`config.mk`:
```
export PLATFORM = sky130hd
export DESIGN_NAME = countdown_timer
export DESIGN_NICKNAME = d
export VERILOG_FILES = /design/src/rtl/timer_pkg.sv /design/src/rtl/ct_down_mod_N.sv /design/src/rtl/countdown_timer.sv
export SDC_FILE = /design/constraint.sdc
export NUM_CORES = 1
export LEC_CHECK = 0
export BUFFER_PORTS_ARGS = -buffer_cell sky130_fd_sc_hd__buf_2
export CORE_MARGIN = 2
export CORE_UTILIZATION = 30
export DETAILED_ROUTE_END_ITERATION = 12
export GPL_ROUTABILITY_DRIVEN = 0
export HOLD_SLACK_MARGIN = 0.02
export SETUP_SLACK_MARGIN = 0.1
export SYNTH_ARGS = -nofsm -noshare
export SYNTH_HDL_FRONTEND = slang
export SYNTH_SLANG_ARGS = --single-unit
```
`constraint.sdc`:
```
create_clock -name clk -period 5.4 [get_ports clk]
set_input_delay 0.81 -clock clk [delete_from_list [all_inputs] [get_ports clk]]
set_output_delay 0.81 -clock clk [all_outputs]
set_load 0.05 [all_outputs]
```
`src/rtl/timer_pkg.sv`:
```
// Shared types and defaults for the mm:ss countdown timer.
// Exports tmr_state_t, default moduli and a saturating clamp.
package timer_pkg;

  typedef enum logic [1:0] {
    IDLE,
    RUN,
    PAUSE,
    EXPIRED
  } tmr_state_t;

  localparam int SEC_N_DEF   = 60;
  localparam int MIN_MAX_DEF = 59;

  function automatic logic [6:0] clamp7(
    input logic [6:0] v,
    input logic [6:0] mx
  );
    return (v > mx) ? mx : v;
  endfunction

endpackage

```
`src/rtl/ct_down_mod_N.sv`:
```
// Mod-N down counter: N-1..0, wraps to N-1 on en at 0, ld wins.
// Ports: clk, rst, en, ld, ld_val[6:0] -> ct_out[6:0], z (ct_out==0).
module ct_down_mod_N
  import timer_pkg::*;
#(
  parameter int N = SEC_N_DEF
) (
  input  logic       clk,
  input  logic       rst,
  input  logic       en,
  input  logic       ld,
  input  logic [6:0] ld_val,
  output logic [6:0] ct_out,
  output logic       z
);

  logic [6:0] ct_q;
  logic [6:0] ct_d;

  always_comb begin
    ct_d = ct_q;
    if (ld) begin
      ct_d = ld_val;
    end else if (en) begin
      ct_d = z ? 7'(N - 1) : ct_q - 7'd1;
    end
  end

  always_ff @(posedge clk) begin
    if (rst) begin
      ct_q <= '0;
    end else begin
      ct_q <= ct_d;
    end
  end

  assign ct_out = ct_q;
  assign z      = (ct_q == '0);

endmodule

```
`src/rtl/countdown_timer.sv`:
```
// Loadable mm:ss countdown timer with IDLE/RUN/PAUSE/EXPIRED control.
// In: clk rst tick load ld_min ld_sec start stop; out: min_out sec_out running expired buzz. Option: AUTO_RELOAD_EN.
module countdown_timer
  import timer_pkg::*;
#(
  parameter int SEC_N   = SEC_N_DEF,
  parameter int MIN_MAX = MIN_MAX_DEF
) (
  input  logic       clk,
  input  logic       rst,
  input  logic       tick,
  input  logic       load,
  input  logic [6:0] ld_min,
  input  logic [6:0] ld_sec,
  input  logic       start,
  input  logic       stop,
  output logic [6:0] min_out,
  output logic [6:0] sec_out,
  output logic       running,
  output logic       expired,
  output logic       buzz
);

  tmr_state_t state_q, state_d;
  logic running_q, running_d;
  logic expired_q, expired_d;
  logic buzz_q, buzz_d;

  logic [6:0] ld_min_c, ld_sec_c;
  logic [6:0] cnt_min_v, cnt_sec_v;
  logic sec_z, min_z, cnt_zero;
  logic run_tick, expiring, reload_hit, cnt_ld;
  logic startable;

  assign ld_sec_c = clamp7(ld_sec, 7'(SEC_N - 1));
  assign ld_min_c = clamp7(ld_min, 7'(MIN_MAX));
  assign cnt_zero = sec_z & min_z;

  // load and stop both outrank a tick on the same edge.
  assign run_tick = tick & ~load & ~stop & (state_q == RUN);
  // Count is at 0:01, so this tick lands on 0:00.
  assign expiring = run_tick & min_z & (sec_out == 7'd1);

`ifdef AUTO_RELOAD_EN
  logic [6:0] rl_min_q, rl_sec_q;

  always_ff @(posedge clk) begin
    if (rst) begin
      rl_min_q <= '0;
      rl_sec_q <= '0;
    end else if (load) begin
      rl_min_q <= ld_min_c;
      rl_sec_q <= ld_sec_c;
    end
  end

  assign reload_hit = expiring & ((rl_min_q | rl_sec_q) != '0);
  assign cnt_ld     = load | reload_hit;
  assign cnt_min_v  = load ? ld_min_c : rl_min_q;
  assign cnt_sec_v  = load ? ld_sec_c : rl_sec_q;
`else
  assign reload_hit = 1'b0;
  assign cnt_ld     = load;
  assign cnt_min_v  = ld_min_c;
  assign cnt_sec_v  = ld_sec_c;
`endif

  ct_down_mod_N #(.N(SEC_N)) u_sec (
    .clk    (clk),
    .rst    (rst),
    .en     (run_tick),
    .ld     (cnt_ld),
    .ld_val (cnt_sec_v),
    .ct_out (sec_out),
    .z      (sec_z)
  );

  // Minutes only move on the borrow out of seconds.
  ct_down_mod_N #(.N(MIN_MAX + 1)) u_min (
    .clk    (clk),
    .rst    (rst),
    .en     (run_tick & sec_z),
    .ld     (cnt_ld),
    .ld_val (cnt_min_v),
    .ct_out (min_out),
    .z      (min_z)
  );

  assign startable = (state_q == IDLE) | (state_q == PAUSE);

  always_comb begin
    state_d = state_q;
    priority case (1'b1)
      load: state_d = IDLE;
      stop: begin
        if (state_q == RUN) begin
          state_d = PAUSE;
        end else if (state_q == EXPIRED) begin
          state_d = IDLE;
        end
      end
      (start & startable): begin
        if (!cnt_zero) begin
          state_d = RUN;
        end
      end
      expiring: begin
        if (!reload_hit) begin
          state_d = EXPIRED;
        end
      end
      default: ;
    endcase
    running_d = (state_d == RUN);
    expired_d = (state_d == EXPIRED) | reload_hit;
    buzz_d    = expiring;
  end

  always_ff @(posedge clk) begin
    if (rst) begin
      state_q   <= IDLE;
      running_q <= 1'b0;
      expired_q <= 1'b0;
      buzz_q    <= 1'b0;
    end else begin
      state_q   <= state_d;
      running_q <= running_d;
      expired_q <= expired_d;
      buzz_q    <= buzz_d;
    end
  end

  assign running = running_q;
  assign expired = expired_q;
  assign buzz    = buzz_q;

endmodule

```
==> tab_implementation.tex, run 1 <==
\begin{tabular}{lr}
\hline
Metric & Value \\
\hline
\multicolumn{2}{l}{\textbf{Synth}} \\
\quad Post-synthesis cell type with the largest combined area & sky130\_fd\_sc\_hd\_\_dfxtp\_1 \\
\quad Synth unique cells & 46 \\
\quad Dominant cell by count in the synthesized netlist & sky130\_fd\_sc\_hd\_\_nor2\_1 \\
\quad Mean area per synthesized cell & 8.006 sq um \\
\quad Net Count, Synth & 181 \\
\quad Synth Register Bits & 19 \\
\quad Post-Syn Instances & about 150 \\
\quad Syn Std Cell Area & 1225 sq um \\
\quad Most frequent cells after synthesis & 20 x sky130\_fd\_sc\_hd\_\_nor2\_1, 19 x sky130\_fd\_sc\_hd\_\_dfxtp\_1, 14 x sky130\_fd\_sc\_hd\_\_a21oi\_1, 11 x sky130\_fd\_sc\_hd\_\_inv\_1 \\
\quad Most area-consuming cells after synthesis & sky130\_fd\_sc\_hd\_\_dfxtp\_1 31\%, sky130\_fd\_sc\_hd\_\_ha\_1 8.2\%, sky130\_fd\_sc\_hd\_\_nor2\_1 6.1\% \\
\quad Post-synth ARST share & 0\% \\
\quad Fraction of synthesized cell area taken by the top area cell type & 31.05\% \\
\quad Yosys warnings & 0 \\
\quad Sequential element share of the synthesized area & 31.05\% \\
\quad Number of enable flip-flop cells after synthesis & 0 \\
\quad Ys flop type & sky130\_fd\_sc\_hd\_\_dfxtp\_1 \\
\multicolumn{2}{l}{\textbf{CTS}} \\
\quad Resized cells post-CTS & 0 \\
\quad Sink count of the clock tree & 19 \\
\quad Clock slew at reported path FFs & 70 ps \\
\quad Number of hold buffers added after cts & 0 \\
\quad Clk Tree Root Cell & sky130\_fd\_sc\_hd\_\_clkbuf\_8 \\
\quad CTS tree & done \\
\quad CTS max path bufs & 2 \\
\quad Insertion delay of the later-clocked pin in the worst-skew pair & 260 ps \\
\quad Maximum level of the CTS H-tree & 1 \\
\quad Cts bufs inserted & 3 \\
\quad Setup Buffers After CTS & 0 \\
\multicolumn{2}{l}{\textbf{Cells and area}} \\
\quad Area growth from synthesis to layout & 22.17\% \\
\quad Antenna cell count & 0 \\
\quad Number of fill cells & 451 \\
\quad Number of nets in the finished design & $\sim$220 \\
\quad Fraction of layout cells with a size suffix above 1 & 24.87\% \\
\multicolumn{2}{l}{\textbf{Pwr}} \\
\quad Fraction of power consumed by the clock network & 27.4\% \\
\quad Power density over cell area & 244.9 nW/um\^{}2 \\
\quad Internal & 0.2375 mW \\
\quad Portion of total power attributed to combinational logic & 28.9\% \\
\quad Largest vdd supply drop & 0.0001094 V \\
\quad Net switching power & 0.1290 mW \\
\quad Fraction of power spent switching nets & 35.19\% \\
\quad Reg power frac & 43.7\% \\
\quad Leakage power total & 0.6541 nW \\
\multicolumn{2}{l}{\textbf{Drt}} \\
\quad Routed wl met3 & 164 um \\
\quad Metal1 wirelength & around 1.5 mm \\
\quad Vias post-DR & $\sim$1300 \\
\quad DRT iter0 DRCs & 68 \\
\quad Amount of wire on met2 after detailed routing & 1.354 mm \\
\quad Top layer used by detailed routing & met4 \\
\quad Routed length per instance & around 13 um \\
\quad DR vias/cell & 5.301 \\
\quad Detail Route Antenna Nets & 0 \\
\quad Drt total wl & 3.089 mm \\
\quad DRC errors left & 0 \\
\quad 1st-pass router iterations & 4 \\
\multicolumn{2}{l}{\textbf{Worst setup path}} \\
\quad R2R setup slack & 3510 ps \\
\quad CP startpoint kind & input port \\
\quad Category of the most critical setup path & input port to flop \\
\quad Worst Path Buf+Inv & 1 \\
\quad Worst-path cell chain & buf\_2, and3b\_1, nand3\_1, nand2b\_1, a21oi\_1, a211oi\_1 \\
\quad Crit Reg-Reg Endpoint & running\$\_SDFF\_PP0\_ \\
\quad Slowest cell on the critical path & sky130\_fd\_sc\_hd\_\_and3b\_1 \\
\quad Launching instance or port of the critical path & stop \\
\quad Logic depth of the worst path, buffers included & 6 \\
\quad Delay of the slowest cell on the worst path & 470 ps \\
\quad Peak fanout along the critical path & 12 \\
\quad Worst reg-to-reg path cell count & 7 \\
\quad Capturing instance or port of the critical path & u\_min.ct\_out[3]\$\_SDFFE\_PP0P\_ \\
\quad Type of element capturing the critical path & flop \\
\quad Reg2reg start & u\_min.ct\_out[0]\$\_SDFFE\_PP0P\_ \\
\quad Data required, critical path & between 5000 and 6000 ps \\
\quad Family of cells with the greatest summed delay on the critical path & simple AND/OR/NAND/NOR gates \\
\quad Critical path arrival & 2120 ps \\
\multicolumn{2}{l}{\textbf{GRT}} \\
\quad Number of global-route vias before repair & roughly 1100 \\
\quad Antenna violations before repair & 0 \\
\quad Maximum number of pins on one net before global-route repair & 27 \\
\quad Congestion Overflow GR & 0 \\
\quad Global-route wire length before repair & 4.968 mm \\
\quad Overall Global Routing Usage & between 10 and 15\% \\
\multicolumn{2}{l}{\textbf{Timing}} \\
\quad Period minus WS final & 1948 ps \\
\quad Final worst path period share & 36.07\% \\
\quad Worst relative slew slack & $\sim$70\% \\
\quad Clock tree skew after final layout & 3.395 ps \\
\quad Setup TNS Final & 0 ps \\
\quad Number of setup violations in the final report & 0 \\
\quad Final hold violation count & 0 \\
\quad Worst hold slack after final layout & between 400 and 500 ps \\
\quad Setup repair after global routing missed its margin & false \\
\quad Final slew viol count & 0 \\
\quad Fmax & 513.4 MHz \\
\quad Transition at the pin with the smallest max-transition slack & 461.5 ps \\
\multicolumn{2}{l}{\textbf{Run}} \\
\quad Number of maximum-capacitance constraint violations & 0 \\
\multicolumn{2}{l}{\textbf{Place}} \\
\quad IO buf count & 36 \\
\quad Half-perimeter wire length after placement & 2.339 mm \\
\multicolumn{2}{l}{\textbf{Floorplanning}} \\
\quad Vertical die dimension & between 60 and 70 um \\
\quad CORE AREA & 3971 sq um \\
\quad Horizontal extent of the die & 67.90 um \\
\quad Starting density of the core & 30.84\% \\
\quad Total number of placement rows & 23 \\
\quad Num ports & 37 \\
\quad Die outline area & between 4000 and 5000 sq um \\
\multicolumn{2}{l}{\textbf{Status}} \\
\quad Run status & completed \\
\multicolumn{2}{l}{\textbf{Min path}} \\
\quad Hold Path Class & flop to flop \\
\hline
\end{tabular}
sequential cells by signal, indices dropped and copies added, names as in the netlist:
register	count
buzz	1
expired	1
running	1
state_q	2
u_min.ct_out	7
u_sec.ct_out	7
placed cells by master, fill, tap and decap left out, types with 2 or more instances in the layout:
cell                       instances
sky130_fd_sc_hd__nand2b_1          5
sky130_fd_sc_hd__inv_1            11
sky130_fd_sc_hd__a311oi_1          2
sky130_fd_sc_hd__a21oi_1          14
sky130_fd_sc_hd__nor2b_1           2
sky130_fd_sc_hd__nand4_1           4
sky130_fd_sc_hd__clkbuf_8          3
sky130_fd_sc_hd__dfxtp_1          19
sky130_fd_sc_hd__a211oi_1          3
sky130_fd_sc_hd__and2_1            2
sky130_fd_sc_hd__nor2_1           20
sky130_fd_sc_hd__nand3_1           7
sky130_fd_sc_hd__o221a_2           2
sky130_fd_sc_hd__buf_2            36
sky130_fd_sc_hd__nor3_1            8
sky130_fd_sc_hd__ha_1              8
sky130_fd_sc_hd__nand2_1           8
sky130_fd_sc_hd__o21ai_0           5
sky130_fd_sc_hd__a31oi_1           2
cells by family after synthesis:
group                      after synthesis  share of synthesized area (%)
AOI/OAI and AO/OA                       45                          25.74
buffers and inverters                   15                          4.698
and+or+nand+nor                         66                          30.34
DFF                                     19                          31.05
adders and majority gates                8                          8.172
area by class of cell:
| class | instances | area (sq um) | share of cell area, % |
|---|---|---|---|
| Clock buffer | 4 | 45.04 | 3.010 |
| Timing Repair Buffer | 36 | 180.2 | 12.04 |
| Multi-Input combinational cell | 119 | 787.0 | 52.59 |
| Inverter | 11 | 41.29 | 2.759 |
| Tap cell | 50 | 62.56 | 4.181 |
| Sequential cell | 19 | 380.4 | 25.42 |
per-layer routing:
layer / track usage [%] / vias up
met5: 0 / -
met4: 6.750 / 0
met3: 1.974 / 4
met2: 21.32 / 41
met1: 20.20 / 582
li1: - / 640
power by group through the flow:
stage	Combinational [mW]	Sequential [mW]	Clock [mW]
5_1_grt	0.117	0.162	0.110
6_report	0.106	0.160	0.100
4_1_cts	0.106	0.160	0.103
2_1_floorplan	0.0526	0.187	0
3_3_place_gp	0.105	0.164	0
3_5_place_dp	0.106	0.164	0
worst min path at each step:
stage / from / end / slack (ps) / cells past startpoint
after floorplan: state_q[0]$_SDFF_PP0_ / state_q[0]$_SDFF_PP0_ / 520 / 1
after global placement: u_min.ct_out[6]$_SDFFE_PP0P_ / u_min.ct_out[6]$_SDFFE_PP0P_ / 470 / 1
after detailed placement: u_min.ct_out[6]$_SDFFE_PP0P_ / u_min.ct_out[6]$_SDFFE_PP0P_ / 460 / 1
after CTS: u_min.ct_out[6]$_SDFFE_PP0P_ / u_min.ct_out[6]$_SDFFE_PP0P_ / 470 / 1
after global routing: u_min.ct_out[6]$_SDFFE_PP0P_ / u_min.ct_out[6]$_SDFFE_PP0P_ / 480 / 1
final: u_min.ct_out[6]$_SDFFE_PP0P_ / u_min.ct_out[6]$_SDFFE_PP0P_ / 470 / 1
per-stage QoR:
step	util (%)	setup WS (ps)	cells	instance area, sq um	power (mW)
2_1_floorplan	-	3289	153	1225	0.2396
6_report	37.68	3452	239	1496	0.3665
3_5_place_dp	36.55	3209	235	1451	0.2693
3_3_place_gp	36.55	3220	235	1451	0.2688
4_1_cts	37.68	3476	239	1496	0.3690
5_1_grt	37.68	3276	239	1496	0.3892
worst reg2reg max path, delay by kind of cell (launching register included):
family,cells,cell delay [ps]
AOI/OAI and AO/OA,2,560
buffers and inverters,1,60
and+or+nand+nor,3,500
DFF,1,410
adders and majority gates,1,260
Note: power is estimated with default switching activity, not from simulation.
==> run 2, diff against run 1 <==
ABC_AREA = 1   (was default)
clock period = 1.7 ns   (was 5.4 ns; I/O delays follow)
==> tab_implementation.tex, run 2 <==
\begin{tabular}{lr}
\hline
Metric & Value \\
\hline
\multicolumn{2}{l}{\textbf{Status}} \\
\quad Run status & completed \\
\multicolumn{2}{l}{\textbf{Floorplanning}} \\
\quad Num ports & 37 \\
\quad Starting density of the core & 31.61\% \\
\quad CORE AREA & 4058 sq um \\
\quad Die outline area & 4814 sq um \\
\quad Total number of placement rows & 23 \\
\quad Vertical die dimension & 69.38 um \\
\quad Horizontal extent of the die & 69.38 um \\
\multicolumn{2}{l}{\textbf{Synth}} \\
\quad Post-Syn Instances & 187 \\
\quad Number of enable flip-flop cells after synthesis & 0 \\
\quad Synth unique cells & 26 \\
\quad Adder-cell share of the synthesized area & 7.805\% \\
\quad Proportion of synthesized area in mux cells & 0\% \\
\quad Post-synthesis cell type with the largest combined area & sky130\_fd\_sc\_hd\_\_dfxtp\_1 \\
\quad Ys flop type & sky130\_fd\_sc\_hd\_\_dfxtp\_1 \\
\quad Most frequent cells after synthesis & 28 x sky130\_fd\_sc\_hd\_\_nand2\_1, 26 x sky130\_fd\_sc\_hd\_\_inv\_1, 19 x sky130\_fd\_sc\_hd\_\_dfxtp\_1, 18 x sky130\_fd\_sc\_hd\_\_nor2\_1, 18 x sky130\_fd\_sc\_hd\_\_o21ai\_0 \\
\quad Synth Register Bits & 19 \\
\quad Yosys warnings & 0 \\
\quad Mean area per synthesized cell & 6.858 sq um \\
\quad Fraction of the mapped netlist area in compound gates & 18.24\% \\
\quad Syn Std Cell Area & 1282 sq um \\
\quad Most area-consuming cells after synthesis & sky130\_fd\_sc\_hd\_\_dfxtp\_1 30\%, sky130\_fd\_sc\_hd\_\_nand2\_1 8.2\%, sky130\_fd\_sc\_hd\_\_ha\_1 7.8\% \\
\quad Fraction of synthesized cell area taken by the top area cell type & 29.66\% \\
\quad Synth Area in XOR/XNOR & 2.049\% \\
\quad Dominant cell by count in the synthesized netlist & sky130\_fd\_sc\_hd\_\_nand2\_1 \\
\quad Sequential element share of the synthesized area & 29.66\% \\
\quad Simple-gate share of the synthesized area & between 30\% and 40\% \\
\quad Post-synth ARST share & 0\% \\
\quad Combinational family with the most area after synthesis & simple AND/OR/NAND/NOR gates \\
\quad Net Count, Synth & roughly 220 \\
\multicolumn{2}{l}{\textbf{Timing}} \\
\quad Clock tree skew after final layout & roughly 1.3 ps \\
\quad Worst relative slew slack & between 70\% and 80\% \\
\quad Final slew viol count & 0 \\
\quad Period minus WS final & 1460 ps \\
\quad Final critical-path setup slack & 240.0 ps \\
\quad Final worst path period share & a little under nine tenths \\
\quad Fmax & 684.9 MHz \\
\quad Number of setup violations in the final report & 0 \\
\quad Final hold violation count & 0 \\
\quad Setup repair after global routing missed its margin & true \\
\quad Transition at the pin with the smallest max-transition slack & around 440 ps \\
\quad Setup TNS Final & 0 ps \\
\multicolumn{2}{l}{\textbf{Worst setup path}} \\
\quad Family of cells with the greatest summed delay on the critical path & simple AND/OR/NAND/NOR gates \\
\quad Slowest cell on the critical path & sky130\_fd\_sc\_hd\_\_dfxtp\_2 \\
\quad Delay of the slowest cell on the worst path & 330 ps \\
\quad Peak fanout along the critical path & 6 \\
\quad Library cell appearing most often on the critical path & sky130\_fd\_sc\_hd\_\_nand2\_1 \\
\quad CP startpoint kind & flop \\
\quad Category of the most critical setup path & flop to flop \\
\quad Data required, critical path & about 1900 ps \\
\quad Type of element capturing the critical path & flop \\
\quad Critical path arrival & 1610 ps \\
\quad Worst-path cell chain & inv\_1, ha\_2, nand2\_1, nor2\_4, nand2\_1, a21oi\_1, nand3\_1, nand2\_1, nor2\_1 \\
\quad Worst Path Buf+Inv & 1 \\
\multicolumn{2}{l}{\textbf{Min path}} \\
\quad Hold Path Class & input port to flop \\
\multicolumn{2}{l}{\textbf{CTS}} \\
\quad Number of hold buffers added after cts & 0 \\
\quad Maximum level of the CTS H-tree & 1 \\
\quad Clk Tree Root Cell & sky130\_fd\_sc\_hd\_\_clkbuf\_8 \\
\quad Cts bufs inserted & 3 \\
\quad Insertion delay of the later-clocked pin in the worst-skew pair & about 250 ps \\
\quad CTS tree & done \\
\quad Sink count of the clock tree & 19 \\
\quad CTS max path bufs & 2 \\
\quad Clock slew at reported path FFs & 70 ps \\
\multicolumn{2}{l}{\textbf{GRT}} \\
\quad Antenna violations before repair & 0 \\
\quad Number of global-route vias before repair & 1153 \\
\quad Global-route wire length before repair & 5.106 mm \\
\quad Congestion Overflow GR & 0 \\
\quad Maximum number of pins on one net before global-route repair & 14 \\
\quad Overall Global Routing Usage & 12.78\% \\
\multicolumn{2}{l}{\textbf{Drt}} \\
\quad Drt total wl & between 3 and 4 mm \\
\quad DR vias/cell & 4.743 \\
\quad DRC errors left & 0 \\
\quad Routed length per instance & 11.42 um \\
\quad Vias post-DR & 1309 \\
\quad 1st-pass router iterations & 4 \\
\quad DRT iter0 DRCs & 66 \\
\quad Detail Route Antenna Nets & 0 \\
\multicolumn{2}{l}{\textbf{Place}} \\
\quad Half-perimeter wire length after placement & between 2 and 2.5 mm \\
\quad IO buf count & 36 \\
\quad Cells after DPL & 270 \\
\quad Dpl ws & a little under 100 ps \\
\multicolumn{2}{l}{\textbf{Pwr}} \\
\quad Reg power frac & 41.2\% \\
\quad Fraction of power consumed by the clock network & about a quarter \\
\quad Internal & 0.7736 mW \\
\quad Largest vdd supply drop & around 0.00043 V \\
\quad Net switching power & 0.4548 mW \\
\quad Fraction of power spent switching nets & 37.02\% \\
\quad Portion of total power attributed to combinational logic & about 33\% \\
\quad Design Power & 1.228 mW \\
\quad Power density over cell area & approximately 770 nW/um\^{}2 \\
\quad Leakage power total & a little over 0.8 nW \\
\multicolumn{2}{l}{\textbf{Cells and area}} \\
\quad Area growth from synthesis to layout & 24.10\% \\
\quad Post-route insts no fill & 276 \\
\quad Number of nets in the finished design & 255 \\
\quad Fraction of layout cells with a size suffix above 1 & 28.76\% \\
\quad Commonest non-fill, non-tap cell in the layout & sky130\_fd\_sc\_hd\_\_buf\_2 \\
\quad Antenna cell count & 0 \\
\quad Commonest non-fill, non-tap cells in the layout & 36 x sky130\_fd\_sc\_hd\_\_buf\_2, 28 x sky130\_fd\_sc\_hd\_\_nand2\_1, 26 x sky130\_fd\_sc\_hd\_\_inv\_1 \\
\multicolumn{2}{l}{\textbf{Run}} \\
\quad Number of maximum-capacitance constraint violations & 0 \\
\hline
\end{tabular}
[run 2: through the flow]
step / hold WS, ps / area, sq um / utilization (%)
final: 283.4 / 1592 / 39.22
after global routing: 302.6 / 1592 / 39.22
after CTS: 278.8 / 1560 / 38.45
after detailed placement: 499.6 / 1510 / 37.22
after global placement: 491.8 / 1510 / 37.22
after floorplan: 415.2 / 1287 / -
[run 2: final cells by class]
cell class              count  area, sq um
flip-flops and latches     19        386.6
clock buffers               4        45.04
fillers                   427         2466
well taps                  50        62.56
inverters                  30        112.6
multi-input cells         133        774.5
repair buffers             40        210.2
[run 2: final timing paths]
path / end / from / slack, ps / depth (start not counted)
min reg2reg: u_sec.ct_out[6]$_SDFFE_PP0P_ / u_sec.ct_out[6]$_SDFFE_PP0P_ / 510 / 2
max: expired$_SDFF_PP0_ / u_min.ct_out[0]$_SDFFE_PP0P_ / 240 / 9
max reg2reg: expired$_SDFF_PP0_ / u_min.ct_out[0]$_SDFFE_PP0P_ / 240 / 9
min: u_min.ct_out[2]$_SDFFE_PP0P_ / ld_min[2] / 280 / 3
[run 2: what timing repair did]
item | 4_1_cts | 5_1_grt
setup endpoints to repair | 1 | 13
pin swaps | 0 | 2
setup buffers | 0 | 2
resized for setup | 1 | 6
[run 2: cell families (layout without fill, tap and decap cells)]
family | after synthesis | after routing
adders and majority gates | 8 | 8
DFF | 19 | 19
and+or+nand+nor | 79 | 79
buffers and inverters | 35 | 74
AOI/OAI and AO/OA | 43 | 43
xor gates and xnor gates | 3 | 3
[run 2: worst register-to-register path: stages, from the launching register on]
cell and delay, ps:
sky130_fd_sc_hd__dfxtp_2 330, sky130_fd_sc_hd__inv_1 90, sky130_fd_sc_hd__ha_2 210, sky130_fd_sc_hd__nand2_1 120, sky130_fd_sc_hd__nor2_4 170, sky130_fd_sc_hd__nand2_1 100
sky130_fd_sc_hd__a21oi_1 140, sky130_fd_sc_hd__nand3_1 80, sky130_fd_sc_hd__nand2_1 100, sky130_fd_sc_hd__nor2_1 50
[run 2: metal layers]
metal,vias up,wire length (um),track usage [%]
met3,2,168,3.198
met4,0,8,3.050
met5,-,0,0
met2,32,1391,19.98
li1,697,-,-
met1,578,1584,17.63
[run 2: power by group through the flow]
stage          combinational [mW]  sequential (mW)  clock (mW)
5_1_grt                     0.447            0.512       0.352
2_1_floorplan               0.212            0.601           0
4_1_cts                     0.395            0.507       0.329
6_report                    0.403            0.506       0.319
3_5_place_dp                0.393            0.517           0
3_3_place_gp                0.393            0.517           0
==> run 3, diff against run 2 <==
RECOVER_POWER = 50   (was default)
==> tab_implementation.tex, run 3 (same netlist as run 2, synthesis figures left out) <==
\begin{tabular}{lr}
\hline
Metric & Value \\
\hline
\multicolumn{2}{l}{\textbf{Pwr}} \\
\quad Portion of total power attributed to combinational logic & 32.3\% \\
\quad Fraction of power consumed by the clock network & 26.2\% \\
\quad Leakage power total & 0.7473 nW \\
\quad Fraction of power spent switching nets & 37.36\% \\
\quad Net switching power & 0.4571 mW \\
\quad Design Power & 1.224 mW \\
\quad Largest vdd supply drop & $\sim$0.00043 V \\
\quad Reg power frac & between 40\% and 50\% \\
\quad Internal & $\sim$0.77 mW \\
\quad Power density over cell area & 780.4 nW/um\^{}2 \\
\multicolumn{2}{l}{\textbf{Min path}} \\
\quad Hold path depth & 3 \\
\quad Hold Path Class & input port to flop \\
\multicolumn{2}{l}{\textbf{Timing}} \\
\quad Worst relative slew slack & 59.77\% \\
\quad Fmax & 654.0 MHz \\
\quad Final hold violation count & 0 \\
\quad Final slew viol count & 0 \\
\quad Transition at the pin with the smallest max-transition slack & 606.0 ps \\
\quad Period minus WS final & roughly 1500 ps \\
\quad Number of setup violations in the final report & 0 \\
\quad Final worst path period share & 89.94\% \\
\quad Clock tree skew after final layout & 1.672 ps \\
\quad Setup TNS Final & 0 ps \\
\quad Setup repair after global routing missed its margin & true \\
\multicolumn{2}{l}{\textbf{Floorplanning}} \\
\quad Total number of placement rows & 23 \\
\quad Die outline area & 4814 sq um \\
\quad Num ports & 37 \\
\quad Horizontal extent of the die & 69.38 um \\
\quad Starting density of the core & between 30\% and 40\% \\
\quad Vertical die dimension & 69.38 um \\
\quad CORE AREA & a little over 4000 sq um \\
\multicolumn{2}{l}{\textbf{Worst setup path}} \\
\quad Launching instance or port of the critical path & u\_sec.ct\_out[3]\$\_SDFFE\_PP0P\_ \\
\quad Category of the most critical setup path & flop to primary output \\
\quad Crit Reg-Reg Endpoint & u\_sec.ct\_out[2]\$\_SDFFE\_PP0P\_ \\
\quad Worst Path Buf+Inv & 2 \\
\quad Critical path arrival & 1270 ps \\
\quad Data required, critical path & 1440 ps \\
\quad Delay of the slowest cell on the worst path & 470 ps \\
\quad CP startpoint kind & flop \\
\quad Slowest cell on the critical path & sky130\_fd\_sc\_hd\_\_clkbuf\_1 \\
\quad Reg2reg start & state\_q[1]\$\_SDFF\_PP0\_ \\
\quad Type of element capturing the critical path & primary output \\
\quad Peak fanout along the critical path & 5 \\
\quad Worst reg-to-reg path cell count & 11 \\
\quad Capturing instance or port of the critical path & sec\_out[3] \\
\quad Family of cells with the greatest summed delay on the critical path & buffers and inverters \\
\quad R2R setup slack & roughly 210 ps \\
\quad Logic depth of the worst path, buffers included & 2 \\
\quad Worst-path cell chain & buf\_4, clkbuf\_1 \\
\multicolumn{2}{l}{\textbf{Drt}} \\
\quad DR vias/cell & approximately 4.7 \\
\quad Vias post-DR & 1307 \\
\quad 1st-pass router iterations & 4 \\
\quad DRC errors left & 0 \\
\quad Routed length per instance & 11.51 um \\
\quad DRT iter0 DRCs & 50 \\
\quad Detail Route Antenna Nets & 0 \\
\quad Drt total wl & 3.176 mm \\
\multicolumn{2}{l}{\textbf{Run}} \\
\quad Number of maximum-capacitance constraint violations & 0 \\
\multicolumn{2}{l}{\textbf{Cells and area}} \\
\quad Commonest non-fill, non-tap cells in the layout & 28 x sky130\_fd\_sc\_hd\_\_nand2\_1, 26 x sky130\_fd\_sc\_hd\_\_inv\_1, 19 x sky130\_fd\_sc\_hd\_\_buf\_2 \\
\quad Commonest non-fill, non-tap cell in the layout & sky130\_fd\_sc\_hd\_\_nand2\_1 \\
\quad Post-route design area & 1568 sq um \\
\quad Number of nets in the finished design & 255 \\
\quad Antenna cell count & 0 \\
\quad Fraction of layout cells with a size suffix above 1 & 20.80\% \\
\quad Number of fill cells & 429 \\
\quad Area growth from synthesis to layout & 22.24\% \\
\multicolumn{2}{l}{\textbf{CTS}} \\
\quad CTS max path bufs & 2 \\
\quad Maximum level of the CTS H-tree & 1 \\
\quad Clock slew at reported path FFs & 70 ps \\
\quad Cts bufs inserted & 3 \\
\quad Insertion delay of the later-clocked pin in the worst-skew pair & 250 ps \\
\quad Sink count of the clock tree & 19 \\
\quad CTS tree & done \\
\quad Number of hold buffers added after cts & 0 \\
\quad Clk Tree Root Cell & sky130\_fd\_sc\_hd\_\_clkbuf\_8 \\
\multicolumn{2}{l}{\textbf{GRT}} \\
\quad Antenna violations before repair & 0 \\
\quad Maximum number of pins on one net before global-route repair & 14 \\
\quad Congestion Overflow GR & 0 \\
\quad Number of global-route vias before repair & between 1000 and 1500 \\
\quad Overall Global Routing Usage & about an eighth \\
\quad Global-route wire length before repair & 5.106 mm \\
\multicolumn{2}{l}{\textbf{Place}} \\
\quad IO buf count & 36 \\
\quad DP Area & 1510 sq um \\
\quad Half-perimeter wire length after placement & 2.479 mm \\
\multicolumn{2}{l}{\textbf{Status}} \\
\quad Run status & completed \\
\hline
\end{tabular}
[run 3: worst min-delay path by stage]
stage,from,end
global placement,u_sec.ct_out[6]$_SDFFE_PP0P_,u_sec.ct_out[6]$_SDFFE_PP0P_
detailed placement,u_sec.ct_out[6]$_SDFFE_PP0P_,u_sec.ct_out[6]$_SDFFE_PP0P_
global route,ld_min[2],u_min.ct_out[2]$_SDFFE_PP0P_
floorplan,ld_min[2],u_min.ct_out[2]$_SDFFE_PP0P_
CTS,ld_min[2],u_min.ct_out[2]$_SDFFE_PP0P_
finish,ld_min[2],u_min.ct_out[2]$_SDFFE_PP0P_
[run 3: final cells by class]
| type | instances | area, sq um | area share, % |
|---|---|---|---|
| Multi-Input combinational cell | 133 | 772.0 | 49.24 |
| Inverter | 30 | 112.6 | 7.183 |
| Sequential cell | 19 | 386.6 | 24.66 |
| Timing Repair Buffer | 40 | 188.9 | 12.05 |
| Tap cell | 50 | 62.56 | 3.990 |
| Clock buffer | 4 | 45.04 | 2.873 |
[run 3: tightest hold or removal path, stage by stage]
cell and delay, ps:
sky130_fd_sc_hd__buf_2 100, sky130_fd_sc_hd__nand2_1 60, sky130_fd_sc_hd__a31oi_1 70
[run 3: timing repair]
| item | 4_1_cts | 5_1_grt |
|---|---|---|
| gates resized for setup | 1 | 6 |
| buffers inserted | 0 | 2 |
| hold endpoints to repair | 0 | 0 |
| endpoints found under the setup margin | 1 | 13 |
| pin swaps | 0 | 2 |
[run 3: power by group through the flow]
stage / clock network (mW) / registers [mW] / logic (mW)
finish: 0.320 / 0.508 / 0.396
global route: 0.352 / 0.512 / 0.440
CTS: 0.329 / 0.507 / 0.395
detailed placement: 0 / 0.517 / 0.393
global placement: 0 / 0.517 / 0.393
floorplan: 0 / 0.601 / 0.212
[run 3: metrics by stage]
stage | worst slack (ps) | instances | utilization [%] | hold WS (ps)
4_1_cts | 145.2 | 274 | 38.45 | 278.8
3_5_place_dp | 99.17 | 270 | 37.22 | 499.6
6_report | 171.0 | 276 | 38.64 | 282.9
3_3_place_gp | 68.74 | 270 | 37.22 | 491.8
2_1_floorplan | 200.9 | 187 | - | 415.2
5_1_grt | 60.15 | 276 | 38.64 | 302.6
[run 3: per-layer routing]
metal  track usage [%]  wire (um)  up-vias
met2             19.98       1399       30
met5                 0          0        -
li1                  -          -      696
met3             3.198        151        2
met4             3.050          8        0
met1             17.63       1617      579
